<file path="src/rtl/unified_mem_arbiter.sv">
// -----------------------------------------------------------------------------
// unified_mem_arbiter
//
// Shares one single-port unified memory between the instruction-fetch stage
// (read-only) and the MEM stage (loads/stores). Only one access is in flight
// at a time. A request seen in IDLE is latched into the memory port registers,
// presented with a req/ready handshake, and completed with a one-cycle done
// pulse to the winning requester. A watchdog aborts an access that waits too
// long and flags it with bus_err.
//
// Ports
//   i_clk, i_reset        clock, synchronous active-high reset
//   i_if_req/i_if_addr    fetch request and address (held until o_if_done)
//   o_if_rdata/o_if_done  fetched word and its completion pulse
//   o_if_stall            fetch pending and not yet done
//   i_d_rd/i_d_wr         load / store request (never both set)
//   i_d_addr/i_d_wdata    data address / store data
//   i_d_be                store byte enables
//   o_d_rdata/o_d_done    load data and data completion pulse
//   o_d_stall             data access pending and not yet done
//   o_mem_req/o_mem_we    memory request (held until ready) and write flag
//   o_mem_addr/wdata/be   latched access attributes (be all ones on reads)
//   i_mem_rdata           memory read data, valid with i_mem_ready
//   i_mem_ready           memory accepts/completes the access this cycle
//   o_bus_err             pulse alongside the done of a timed-out access
// -----------------------------------------------------------------------------

// Protocol properties kept apart from the design logic.
module unified_mem_arbiter_chk (
    input logic i_clk,
    input logic i_reset,
    input logic i_if_done,
    input logic i_d_done,
    input logic i_bus_err,
    input logic i_mem_req
);

    // Only one access is ever in flight, so the two done pulses cannot overlap.
    a_done_exclusive: assert property (@(posedge i_clk) disable iff (i_reset)
        !(i_if_done && i_d_done));

    // An error is only ever reported together with the completion it belongs to.
    a_err_with_done: assert property (@(posedge i_clk) disable iff (i_reset)
        i_bus_err |-> (i_if_done || i_d_done));

    // The memory request is always dropped by the time completion is reported.
    a_req_low_at_done: assert property (@(posedge i_clk) disable iff (i_reset)
        (i_if_done || i_d_done) |-> !i_mem_req);

    // Done is a single-cycle pulse.
    a_done_single: assert property (@(posedge i_clk) disable iff (i_reset)
        (i_if_done || i_d_done) |=> !(i_if_done || i_d_done));

endmodule

module unified_mem_arbiter #(
    parameter int ADDR_W  = 32,
    parameter int DATA_W  = 32,
    parameter int TIMEOUT = 16
) (
    input  logic                  i_clk,
    input  logic                  i_reset,
    input  logic                  i_if_req,
    input  logic [ADDR_W-1:0]     i_if_addr,
    output logic [DATA_W-1:0]     o_if_rdata,
    output logic                  o_if_done,
    output logic                  o_if_stall,
    input  logic                  i_d_rd,
    input  logic                  i_d_wr,
    input  logic [ADDR_W-1:0]     i_d_addr,
    input  logic [DATA_W-1:0]     i_d_wdata,
    input  logic [DATA_W/8-1:0]   i_d_be,
    output logic [DATA_W-1:0]     o_d_rdata,
    output logic                  o_d_done,
    output logic                  o_d_stall,
    output logic                  o_mem_req,
    output logic                  o_mem_we,
    output logic [ADDR_W-1:0]     o_mem_addr,
    output logic [DATA_W-1:0]     o_mem_wdata,
    output logic [DATA_W/8-1:0]   o_mem_be,
    input  logic [DATA_W-1:0]     i_mem_rdata,
    input  logic                  i_mem_ready,
    output logic                  o_bus_err
);

    localparam int BE_W  = DATA_W / 8;
    localparam int CNT_W = $clog2(TIMEOUT);

    // Counter value at which a still-unanswered access is abandoned; the
    // counter is 0 in the first mem_req cycle, so this gives TIMEOUT cycles.
    localparam logic [CNT_W-1:0] CNT_LAST = CNT_W'(TIMEOUT - 1);
    localparam logic [CNT_W-1:0] CNT_SAT  = {CNT_W{1'b1}};

    typedef enum logic [1:0] {
        ST_IDLE   = 2'd0,
        ST_BUSY_I = 2'd1,
        ST_BUSY_D = 2'd2,
        ST_RESP   = 2'd3
    } state_t;

    state_t              r_state;
    logic                r_last_d;      // 1: last grant went to data, 0: fetch
    logic [CNT_W-1:0]    r_wait_cnt;
    logic                r_mem_req;
    logic                r_mem_we;
    logic [ADDR_W-1:0]   r_mem_addr;
    logic [DATA_W-1:0]   r_mem_wdata;
    logic [BE_W-1:0]     r_mem_be;
    logic [DATA_W-1:0]   r_if_rdata;
    logic [DATA_W-1:0]   r_d_rdata;
    logic                r_if_done;
    logic                r_d_done;
    logic                r_bus_err;

    logic                w_d_pend;
    logic                w_grant_d;
    logic                w_grant_i;
    logic                w_timeout;

    assign w_d_pend  = i_d_rd | i_d_wr;
    assign w_timeout = (r_wait_cnt == CNT_LAST) & ~i_mem_ready;

    // Arbitration: a lone requester wins; on a tie the one not served last wins.
    always_comb begin
        w_grant_d = 1'b0;
        w_grant_i = 1'b0;
        if (w_d_pend && i_if_req) begin
            w_grant_d = ~r_last_d;
            w_grant_i = r_last_d;
        end else begin
            w_grant_d = w_d_pend;
            w_grant_i = i_if_req;
        end
    end

    // Access sequencer: grant in IDLE, handshake in BUSY, one-cycle report in RESP.
    always_ff @(posedge i_clk) begin
        if (i_reset) begin
            r_state     <= ST_IDLE;
            r_last_d    <= 1'b0;
            r_wait_cnt  <= {CNT_W{1'b0}};
            r_mem_req   <= 1'b0;
            r_mem_we    <= 1'b0;
            r_mem_addr  <= {ADDR_W{1'b0}};
            r_mem_wdata <= {DATA_W{1'b0}};
            r_mem_be    <= {BE_W{1'b1}};
            r_if_rdata  <= {DATA_W{1'b0}};
            r_d_rdata   <= {DATA_W{1'b0}};
            r_if_done   <= 1'b0;
            r_d_done    <= 1'b0;
            r_bus_err   <= 1'b0;
        end else begin
            case (r_state)
                ST_IDLE: begin
                    r_if_done <= 1'b0;
                    r_d_done  <= 1'b0;
                    r_bus_err <= 1'b0;
                    if (w_grant_d) begin
                        r_mem_req   <= 1'b1;
                        r_mem_we    <= i_d_wr;
                        r_mem_addr  <= i_d_addr;
                        r_mem_wdata <= i_d_wdata;
                        // Loads always fetch the whole word.
                        r_mem_be    <= i_d_wr ? i_d_be : {BE_W{1'b1}};
                        r_wait_cnt  <= {CNT_W{1'b0}};
                        r_last_d    <= 1'b1;
                        r_state     <= ST_BUSY_D;
                    end else if (w_grant_i) begin
                        r_mem_req   <= 1'b1;
                        r_mem_we    <= 1'b0;
                        r_mem_addr  <= i_if_addr;
                        r_mem_wdata <= {DATA_W{1'b0}};
                        r_mem_be    <= {BE_W{1'b1}};
                        r_wait_cnt  <= {CNT_W{1'b0}};
                        r_last_d    <= 1'b0;
                        r_state     <= ST_BUSY_I;
                    end else begin
                        r_state     <= ST_IDLE;
                    end
                end

                ST_BUSY_I, ST_BUSY_D: begin
                    if (i_mem_ready) begin
                        // Ready on the last allowed cycle still counts as success.
                        r_mem_req <= 1'b0;
                        r_state   <= ST_RESP;
                        if (r_state == ST_BUSY_D) begin
                            r_d_done <= 1'b1;
                            if (!r_mem_we) begin
                                r_d_rdata <= i_mem_rdata;
                            end else begin
                                r_d_rdata <= r_d_rdata;
                            end
                        end else begin
                            r_if_done  <= 1'b1;
                            r_if_rdata <= i_mem_rdata;
                        end
                    end else if (w_timeout) begin
                        r_mem_req <= 1'b0;
                        r_bus_err <= 1'b1;
                        r_state   <= ST_RESP;
                        if (r_state == ST_BUSY_D) begin
                            r_d_done  <= 1'b1;
                            r_d_rdata <= {DATA_W{1'b0}};
                        end else begin
                            r_if_done  <= 1'b1;
                            r_if_rdata <= {DATA_W{1'b0}};
                        end
                    end else begin
                        // Saturating: the counter never wraps back to zero.
                        if (r_wait_cnt != CNT_SAT) begin
                            r_wait_cnt <= r_wait_cnt + CNT_W'(1);
                        end else begin
                            r_wait_cnt <= r_wait_cnt;
                        end
                    end
                end

                ST_RESP: begin
                    // No grant here, so a requester can drop or change its
                    // request before it could be served again.
                    r_if_done <= 1'b0;
                    r_d_done  <= 1'b0;
                    r_bus_err <= 1'b0;
                    r_state   <= ST_IDLE;
                end

                default: begin
                    r_mem_req <= 1'b0;
                    r_if_done <= 1'b0;
                    r_d_done  <= 1'b0;
                    r_bus_err <= 1'b0;
                    r_state   <= ST_IDLE;
                end
            endcase
        end
    end

    assign o_if_stall  = i_if_req & ~r_if_done;
    assign o_d_stall   = w_d_pend & ~r_d_done;

    assign o_if_rdata  = r_if_rdata;
    assign o_if_done   = r_if_done;
    assign o_d_rdata   = r_d_rdata;
    assign o_d_done    = r_d_done;
    assign o_mem_req   = r_mem_req;
    assign o_mem_we    = r_mem_we;
    assign o_mem_addr  = r_mem_addr;
    assign o_mem_wdata = r_mem_wdata;
    assign o_mem_be    = r_mem_be;
    assign o_bus_err   = r_bus_err;

    unified_mem_arbiter_chk u_chk (
        .i_clk     (i_clk),
        .i_reset   (i_reset),
        .i_if_done (r_if_done),
        .i_d_done  (r_d_done),
        .i_bus_err (r_bus_err),
        .i_mem_req (r_mem_req)
    );

endmodule

</file>
<file path="config.mk">
export PLATFORM = sky130hd
export DESIGN_NAME = unified_mem_arbiter
export DESIGN_NICKNAME = d
export VERILOG_FILES = /design/src/rtl/unified_mem_arbiter.sv
export SDC_FILE = /design/constraint.sdc
export NUM_CORES = 1
export LEC_CHECK = 0
export ABC_AREA = 1
export BUFFER_PORTS_ARGS = -buffer_cell sky130_fd_sc_hd__buf_2
export CAP_MARGIN = 20
export CORE_ASPECT_RATIO = 1.75
export CORE_MARGIN = 2
export CORE_UTILIZATION = 50
export DETAILED_ROUTE_END_ITERATION = 10
export PLACE_DENSITY_LB_ADDON = 0.05
export SLEW_MARGIN = 25
export SYNTH_ARGS = -nofsm -noshare
export SYNTH_HDL_FRONTEND = slang
export SYNTH_HIERARCHICAL = 1
export SYNTH_SLANG_ARGS = --single-unit
</file>
<file path="constraint.sdc">
create_clock -name i_clk -period 3.4 [get_ports i_clk]
set_clock_uncertainty 0.2 [all_clocks]
set_input_delay 0.51 -clock i_clk [delete_from_list [all_inputs] [get_ports i_clk]]
set_output_delay 0.51 -clock i_clk [all_outputs]
set_load 0.05 [all_outputs]
</file>
# Yosys cells after proc, flatten, opt, wreduce, memory -nomap -nowiden
# Cells that the tools add are included.
# word_totals
ff_bits	144
input_bits	138
out_inout_bits	139
wordCells	96
# classes
addsub	1
n_eq_ne	12
mux	48
bitwise_logic	9
n_reduce_logical	13
# op_table
op	count
$mux 32	13
$mux 4	8
$mux 1	18
$ne 2x2->1 const B	5
$pmux 1 s2	4
$pmux 4 s2	1
$mux 2	3
$ne 3x3->1 const B	2
$pmux 2 s3	1
$reduce_and 3->1	2
$reduce_bool 2->1	3
$not 1->1	5
$reduce_and 5->1	1
$add 4x1->4 const B	1
$eq 2x2->1 const B	2
$eq 4x4->1 const B	1
$ne 4x4->1 const B	1
$reduce_and 2->1	2
$reduce_and 4->1	1
$reduce_or 2->1	2
$and 1x1->1	3
$eq 2x1->1 const B	1
$logic_not 2->1	1
$logic_and 1x1->1	1
$or 1x1->1	1

# Depth between registers and ports, before layout
# logic_depth
word_depth	6
ltp_mapped	8
mapped_depth_nobuf	8

# Worst setup path after synthesis
# OpenSTA, ideal clock, no wires.
# synth_path
path_kind	input to output
start	input port i_d_wr
end	output port o_d_stall
arrival_time_ns	1.203
t_required_ns	2.690
slack_ns	1.487
path_stages	2
n_path_buf	0
path_cell_list	nor2_1 nor2_1
# synth_via
elab_chain_cells	2
# synth_rtl
item	line_no	rtl
from (decl)	69	input logic i_d_wr,
$or 1x1->1	120	assign w_d_pend = i_d_rd | i_d_wr;
$and 1x1->1	240	assign o_d_stall = w_d_pend & ~r_d_done;
to (decl)	75	output logic o_d_stall,
# No other way between the ends.

# Worst setup path in the final report
# layout_path
start	register r_state[0]
end	register r_mem_wdata[8] (netlist: o_mem_wdata[8])
# layout_via
elab_chain_cells	2
# layout_rtl
item	line_no	rtl
from (decl)	101	state_t r_state;
from (signal assigned)	139	r_state <= ST_IDLE;
from (signal assigned)	167	r_state <= ST_BUSY_D;
from (signal assigned)	176	r_state <= ST_BUSY_I;
$logic_not 2->1	153	case (r_state)
$reduce_and 2->1 (no source line)	n/a	
to (signal assigned)	145	r_mem_wdata <= {DATA_W{1'b0}};
to (signal assigned)	162	r_mem_wdata <= i_d_wdata;
to (signal assigned)	172	r_mem_wdata <= {DATA_W{1'b0}};
to (decl)	107	logic [DATA_W-1:0] r_mem_wdata;
# No other way between the ends.
# A chain may end at the register's enable or synchronous reset.

==> flow_summary.html <==
<table>
<tr><th>Metric</th><th>Value</th></tr>
<tr><th colspan="2">Clock tree</th></tr>
<tr><td>Maximum root-to-sink buffer count</td><td>2</td></tr>
<tr><td>Number of buffers created by CTS</td><td>17</td></tr>
<tr><td>Clock sinks</td><td>between 100 and 150</td></tr>
<tr><td>Clock slew at reported path FFs</td><td>60 ps</td></tr>
<tr><td>CTS Hold Bufs</td><td>0</td></tr>
<tr><td>Total number of H-tree levels</td><td>4</td></tr>
<tr><td>Clock latency on the worst-skew pair</td><td>around 410 ps</td></tr>
<tr><td>CTS root buf</td><td>sky130_fd_sc_hd__clkbuf_16</td></tr>
<tr><td>Number of gates given a new drive strength after cts</td><td>0</td></tr>
<tr><td>CTS tree</td><td>done</td></tr>
<tr><td>Post-CTS Setup Bufs</td><td>0</td></tr>
<tr><th colspan="2">Synthesis</th></tr>
<tr><td>Synth Net Count</td><td>around 950</td></tr>
<tr><td>Main combinational cell family by area after synthesis</td><td>compound AO/OA/AOI/OAI gates</td></tr>
<tr><td>Area share of and/or/nand/nor cells after synthesis</td><td>0.174</td></tr>
<tr><td>Most used standard cells in the synthesized netlist</td><td>193 x sky130_fd_sc_hd__nand2_1, 144 x sky130_fd_sc_hd__dfxtp_1, 138 x sky130_fd_sc_hd__a21oi_1, 111 x sky130_fd_sc_hd__inv_1, 96 x sky130_fd_sc_hd__o21ai_0</td></tr>
<tr><td>Synth warnings</td><td>6</td></tr>
<tr><td>Portion of netlist area occupied by mux cells</td><td>0</td></tr>
<tr><td>Area leader, netlist</td><td>sky130_fd_sc_hd__dfxtp_1</td></tr>
<tr><td>Synth top area share</td><td>0.490</td></tr>
<tr><td>Share of async-settable or async-resettable flops after synthesis</td><td>0</td></tr>
<tr><td>Synthesized netlist cell count</td><td>808</td></tr>
<tr><td>Total of flip-flops plus latches after synthesis</td><td>between 100 and 150</td></tr>
<tr><td>Synthesized area</td><td>0.00588 mm^2</td></tr>
<tr><td>Number of enable-type register cells in the synthesized netlist</td><td>0</td></tr>
<tr><td>Fraction of the yosys area taken by sequential cells</td><td>0.490</td></tr>
<tr><td>Synthesized-area fraction occupied by xor and xnor cells</td><td>0</td></tr>
<tr><td>Synth unique cells</td><td>26</td></tr>
<tr><td>Synth Flop Type</td><td>sky130_fd_sc_hd__dfxtp_1</td></tr>
<tr><td>Most instantiated library cell after synthesis</td><td>sky130_fd_sc_hd__nand2_1</td></tr>
<tr><td>Adder-cell share of the synthesized area</td><td>0.00638</td></tr>
<tr><td>Syn_area_per_cell</td><td>7.28 um^2</td></tr>
<tr><td>Synth top area cells</td><td>sky130_fd_sc_hd__dfxtp_1 49%, sky130_fd_sc_hd__nand2_1 12%, sky130_fd_sc_hd__a21oi_1 12%</td></tr>
<tr><td>Synthesized-area fraction occupied by ao, oa, aoi and oai cells</td><td>0.211</td></tr>
<tr><th colspan="2">Global route</th></tr>
<tr><td>Aggregate global routing overflow</td><td>0</td></tr>
<tr><td>All-Layer GR Usage</td><td>0.255</td></tr>
<tr><td>Number of global-route vias before repair</td><td>between 5000 and 6000</td></tr>
<tr><td>Global-route wire length before repair</td><td>~26000 um</td></tr>
<tr><td>Maximum number of pins on one net before global-route repair</td><td>70</td></tr>
<tr><td>Antenna violations before repair</td><td>1</td></tr>
<tr><th colspan="2">Run status</th></tr>
<tr><td>Run status</td><td>finished, final reports clean</td></tr>
<tr><th colspan="2">Critical path</th></tr>
<tr><td>Required time of the worst setup path</td><td>3470 ps</td></tr>
<tr><td>Number of cells on the worst reg-to-reg path</td><td>7</td></tr>
<tr><td>Critical path launch point</td><td>r_state[0]$_SDFFE_PP0P_</td></tr>
<tr><td>CP dominant cell by count</td><td>sky130_fd_sc_hd__nand2_1</td></tr>
<tr><td>Startpoint of the lowest-slack register-to-register path</td><td>r_state[0]$_SDFFE_PP0P_</td></tr>
<tr><td>CP max-delay cell</td><td>sky130_fd_sc_hd__clkinv_1</td></tr>
<tr><td>Crit Reg-Reg Endpoint</td><td>o_mem_wdata[8]$_SDFFE_PP0P_</td></tr>
<tr><td>Critical path's largest stage delay</td><td>~740 ps</td></tr>
<tr><td>Critical path's top delay family</td><td>buffers and inverters</td></tr>
<tr><td>CP max FO</td><td>34</td></tr>
<tr><td>Critical path capture point type</td><td>register</td></tr>
<tr><td>Slack of the worst reg-to-reg path</td><td>about 1100 ps</td></tr>
<tr><td>Stages on worst setup path</td><td>7</td></tr>
<tr><td>Startpoint type of the worst setup path</td><td>register</td></tr>
<tr><td>CP cell instances</td><td>inv_1 -&gt; ha_1 -&gt; nand2_1 -&gt; nand2_2 -&gt; clkinv_1 -&gt; nand2_1 -&gt; a21oi_1</td></tr>
<tr><td>Worst Setup EP</td><td>o_mem_wdata[8]$_SDFFE_PP0P_</td></tr>
<tr><td>Data arrival at the endpoint of the critical path</td><td>between 2000 and 2500 ps</td></tr>
<tr><td>Crit Path Class</td><td>reg -&gt; reg</td></tr>
<tr><td>Count of buffering cells on the critical path with inverters included</td><td>2</td></tr>
<tr><th colspan="2">STA</th></tr>
<tr><td>Min cycle time layout</td><td>~2300 ps</td></tr>
<tr><td>Worst Max-Slew Pin Slew</td><td>between 900 and 1000 ps</td></tr>
<tr><td>Maximum clock frequency</td><td>roughly 440 MHz</td></tr>
<tr><td>Relative slew slack</td><td>0.352</td></tr>
<tr><td>RSZ-0062 raised after global routing</td><td>false</td></tr>
<tr><td>Pins over their slew limit</td><td>0</td></tr>
<tr><td>Setup_tns</td><td>0 ps</td></tr>
<tr><td>Worst-case setup margin in the final layout</td><td>between 1000 and 1500 ps</td></tr>
<tr><td>Final Hold Fails</td><td>0</td></tr>
<tr><td>Share of the cycle needed by the critical path after routing</td><td>0.663</td></tr>
<tr><td>Setup violations, final</td><td>0</td></tr>
<tr><td>Worst hold slack after final layout</td><td>119 ps</td></tr>
<tr><th colspan="2">Final layout</th></tr>
<tr><td>Final net count</td><td>about 1200</td></tr>
<tr><td>Fraction of layout instances using a drive strength above 1</td><td>0.303</td></tr>
<tr><td>Post-route cell area</td><td>0.00785 mm^2</td></tr>
<tr><td>Fill cells</td><td>between 1000 and 1500</td></tr>
<tr><td>Area used by multi-input combinational logic</td><td>roughly 0.0023 mm^2</td></tr>
<tr><td>Reg area</td><td>0.00288 mm^2</td></tr>
<tr><td>Signed area change from the synthesized netlist to the final layout</td><td>33.6%</td></tr>
<tr><th colspan="2">Power</th></tr>
<tr><td>Relative contribution of sequential cells to total power</td><td>0.309</td></tr>
<tr><td>Worst vdd rail ir drop</td><td>roughly 530 uV</td></tr>
<tr><td>Switching power total</td><td>3.44 mW</td></tr>
<tr><td>Internal cell power</td><td>between 4 and 5 mW</td></tr>
<tr><td>Static Leak</td><td>~4.0 nW</td></tr>
<tr><td>Total power consumption of the routed design</td><td>~7.5 mW</td></tr>
<tr><td>Relative contribution of combinational cells to total power</td><td>0.432</td></tr>
<tr><td>Clock network fraction of total power</td><td>0.260</td></tr>
<tr><td>Power density over the cells</td><td>950 mW/mm^2</td></tr>
<tr><td>Net Sw Frac</td><td>0.460</td></tr>
<tr><th colspan="2">Floorplan</th></tr>
<tr><td>Die Outline Area</td><td>approximately 0.013 mm^2</td></tr>
<tr><td>Starting density of the core</td><td>0.511</td></tr>
<tr><td>Core ar.</td><td>around 0.012 mm^2</td></tr>
<tr><td>Standard-cell row count</td><td>52</td></tr>
<tr><td>I/O pins</td><td>around 280</td></tr>
<tr><td>Die span in y</td><td>approximately 150 um</td></tr>
<tr><td>Width of the die</td><td>around 86 um</td></tr>
<tr><th colspan="2">Drt</th></tr>
<tr><td>Number of search-and-repair iterations in the first detailed-routing pass</td><td>5</td></tr>
<tr><td>Avg Vias per Cell</td><td>between 4 and 5</td></tr>
<tr><td>Via count</td><td>approximately 6000</td></tr>
<tr><td>1st-iter DRT viols</td><td>225</td></tr>
<tr><td>Remaining antenna violation count</td><td>0</td></tr>
<tr><td>Routed WL per cell</td><td>13.6 um</td></tr>
<tr><td>Total wirelength of the detailed-routed design</td><td>~16000 um</td></tr>
<tr><td>Count of unresolved DRC violations after routing</td><td>0</td></tr>
<tr><th colspan="2">Placement</th></tr>
<tr><td>Final Wtd Congestion</td><td>0.846</td></tr>
<tr><td>Port buffer count</td><td>276</td></tr>
<tr><td>Placed Area</td><td>roughly 0.0072 mm^2</td></tr>
<tr><td>Minimum setup slack after placement</td><td>~660 ps</td></tr>
<tr><td>DP HPWL</td><td>around 11000 um</td></tr>
<tr><th colspan="2">Min path</th></tr>
<tr><td>Path class of the lowest-slack min-delay path</td><td>in -&gt; reg</td></tr>
<tr><th colspan="2">Flow run</th></tr>
<tr><td>Number of max-cap violations</td><td>0</td></tr>
</table>
[power groups by stage]
stage / clock [mW] / combinational [mW] / sequential (mW)
after CTS: 1.97 / 3.23 / 2.30
after global routing: 2.04 / 3.47 / 2.35
after floorplan: 0 / 1.21 / 3.64
final: 1.94 / 3.22 / 2.30
after global placement: 0 / 3.21 / 2.32
after detailed placement: 0 / 3.23 / 2.33
[final cells by class]
cell class / count / area share
clock buffer: 18 / 0.0546
timing repair buffer: 285 / 0.184
antenna: 1 / 0.000319
inverter: 113 / 0.0540
clock inverter: 12 / 0.0234
sequential: 144 / 0.367
multi-input combinational: 497 / 0.295
tap: 135 / 0.0215
[cells by family after synthesis]
group	count (synthesis)
simple gates	250
compound gates	244
buf+inv	167
flops	144
fa+ha+maj	3
[registers in the layout, summed over array words and instances (netlist names)]
register and count:
o_mem_wdata 32, r_wait_cnt 4, o_mem_we 1, o_d_done 1, o_if_done 1, o_mem_addr 32, o_mem_be 4, o_if_rdata 32
o_d_rdata 32, o_bus_err 1, o_mem_req 1, r_state 2, r_last_d 1
[worst register-to-register path, stage by stage (launching register included)]
cell and delay [ps]:
sky130_fd_sc_hd__dfxtp_1 310, sky130_fd_sc_hd__inv_1 80, sky130_fd_sc_hd__ha_1 210, sky130_fd_sc_hd__nand2_1 110, sky130_fd_sc_hd__nand2_2 90, sky130_fd_sc_hd__clkinv_1 740
sky130_fd_sc_hd__nand2_1 280, sky130_fd_sc_hd__a21oi_1 90
[metal layers]
layer  up-vias  track usage  part of all wire
met1      2632        0.294              0.39
met3        38       0.0793             0.069
met5         -            0                 0
met2       228        0.423              0.50
met4         0        0.125             0.038
li1       3081            -                 -
[worst min path at each step]
stage	startpoint	end	slack (ps)	cells past startpoint
4_1_cts	i_d_be[2]	o_mem_be[2]$_SDFFE_PP1P_	100	3
2_1_floorplan	r_last_d$_SDFFE_PP0P_	r_last_d$_SDFFE_PP0P_	250	2
3_5_place_dp	o_d_rdata[3]$_SDFFE_PP0P_	o_d_rdata[3]$_SDFFE_PP0P_	230	2
5_1_grt	i_d_be[0]	o_mem_be[0]$_SDFFE_PP1P_	100	3
3_3_place_gp	o_d_rdata[15]$_SDFFE_PP0P_	o_d_rdata[15]$_SDFFE_PP0P_	230	2
6_report	i_d_be[2]	o_mem_be[2]$_SDFFE_PP1P_	120	3
[cell usage in the layout (no fill, tap or decap), drive strengths merged, types with 2 or more instances in the layout]
cell type / count
o21ai: 99
o22ai: 4
ha: 3
nor2: 14
clkinvlp: 2
nand3: 39
buf: 285
a21oi: 140
inv: 114
clkbuf: 18
bufinv: 4
clkinv: 5
nand2: 195
dfxtp: 144
[stage by stage]
step / instances / utilization
floorplan: 808 / -
global placement: 1174 / 0.628
detailed placement: 1174 / 0.628
CTS: 1204 / 0.681
global route: 1205 / 0.682
finish: 1205 / 0.682
(Power assumes the default switching activity.)
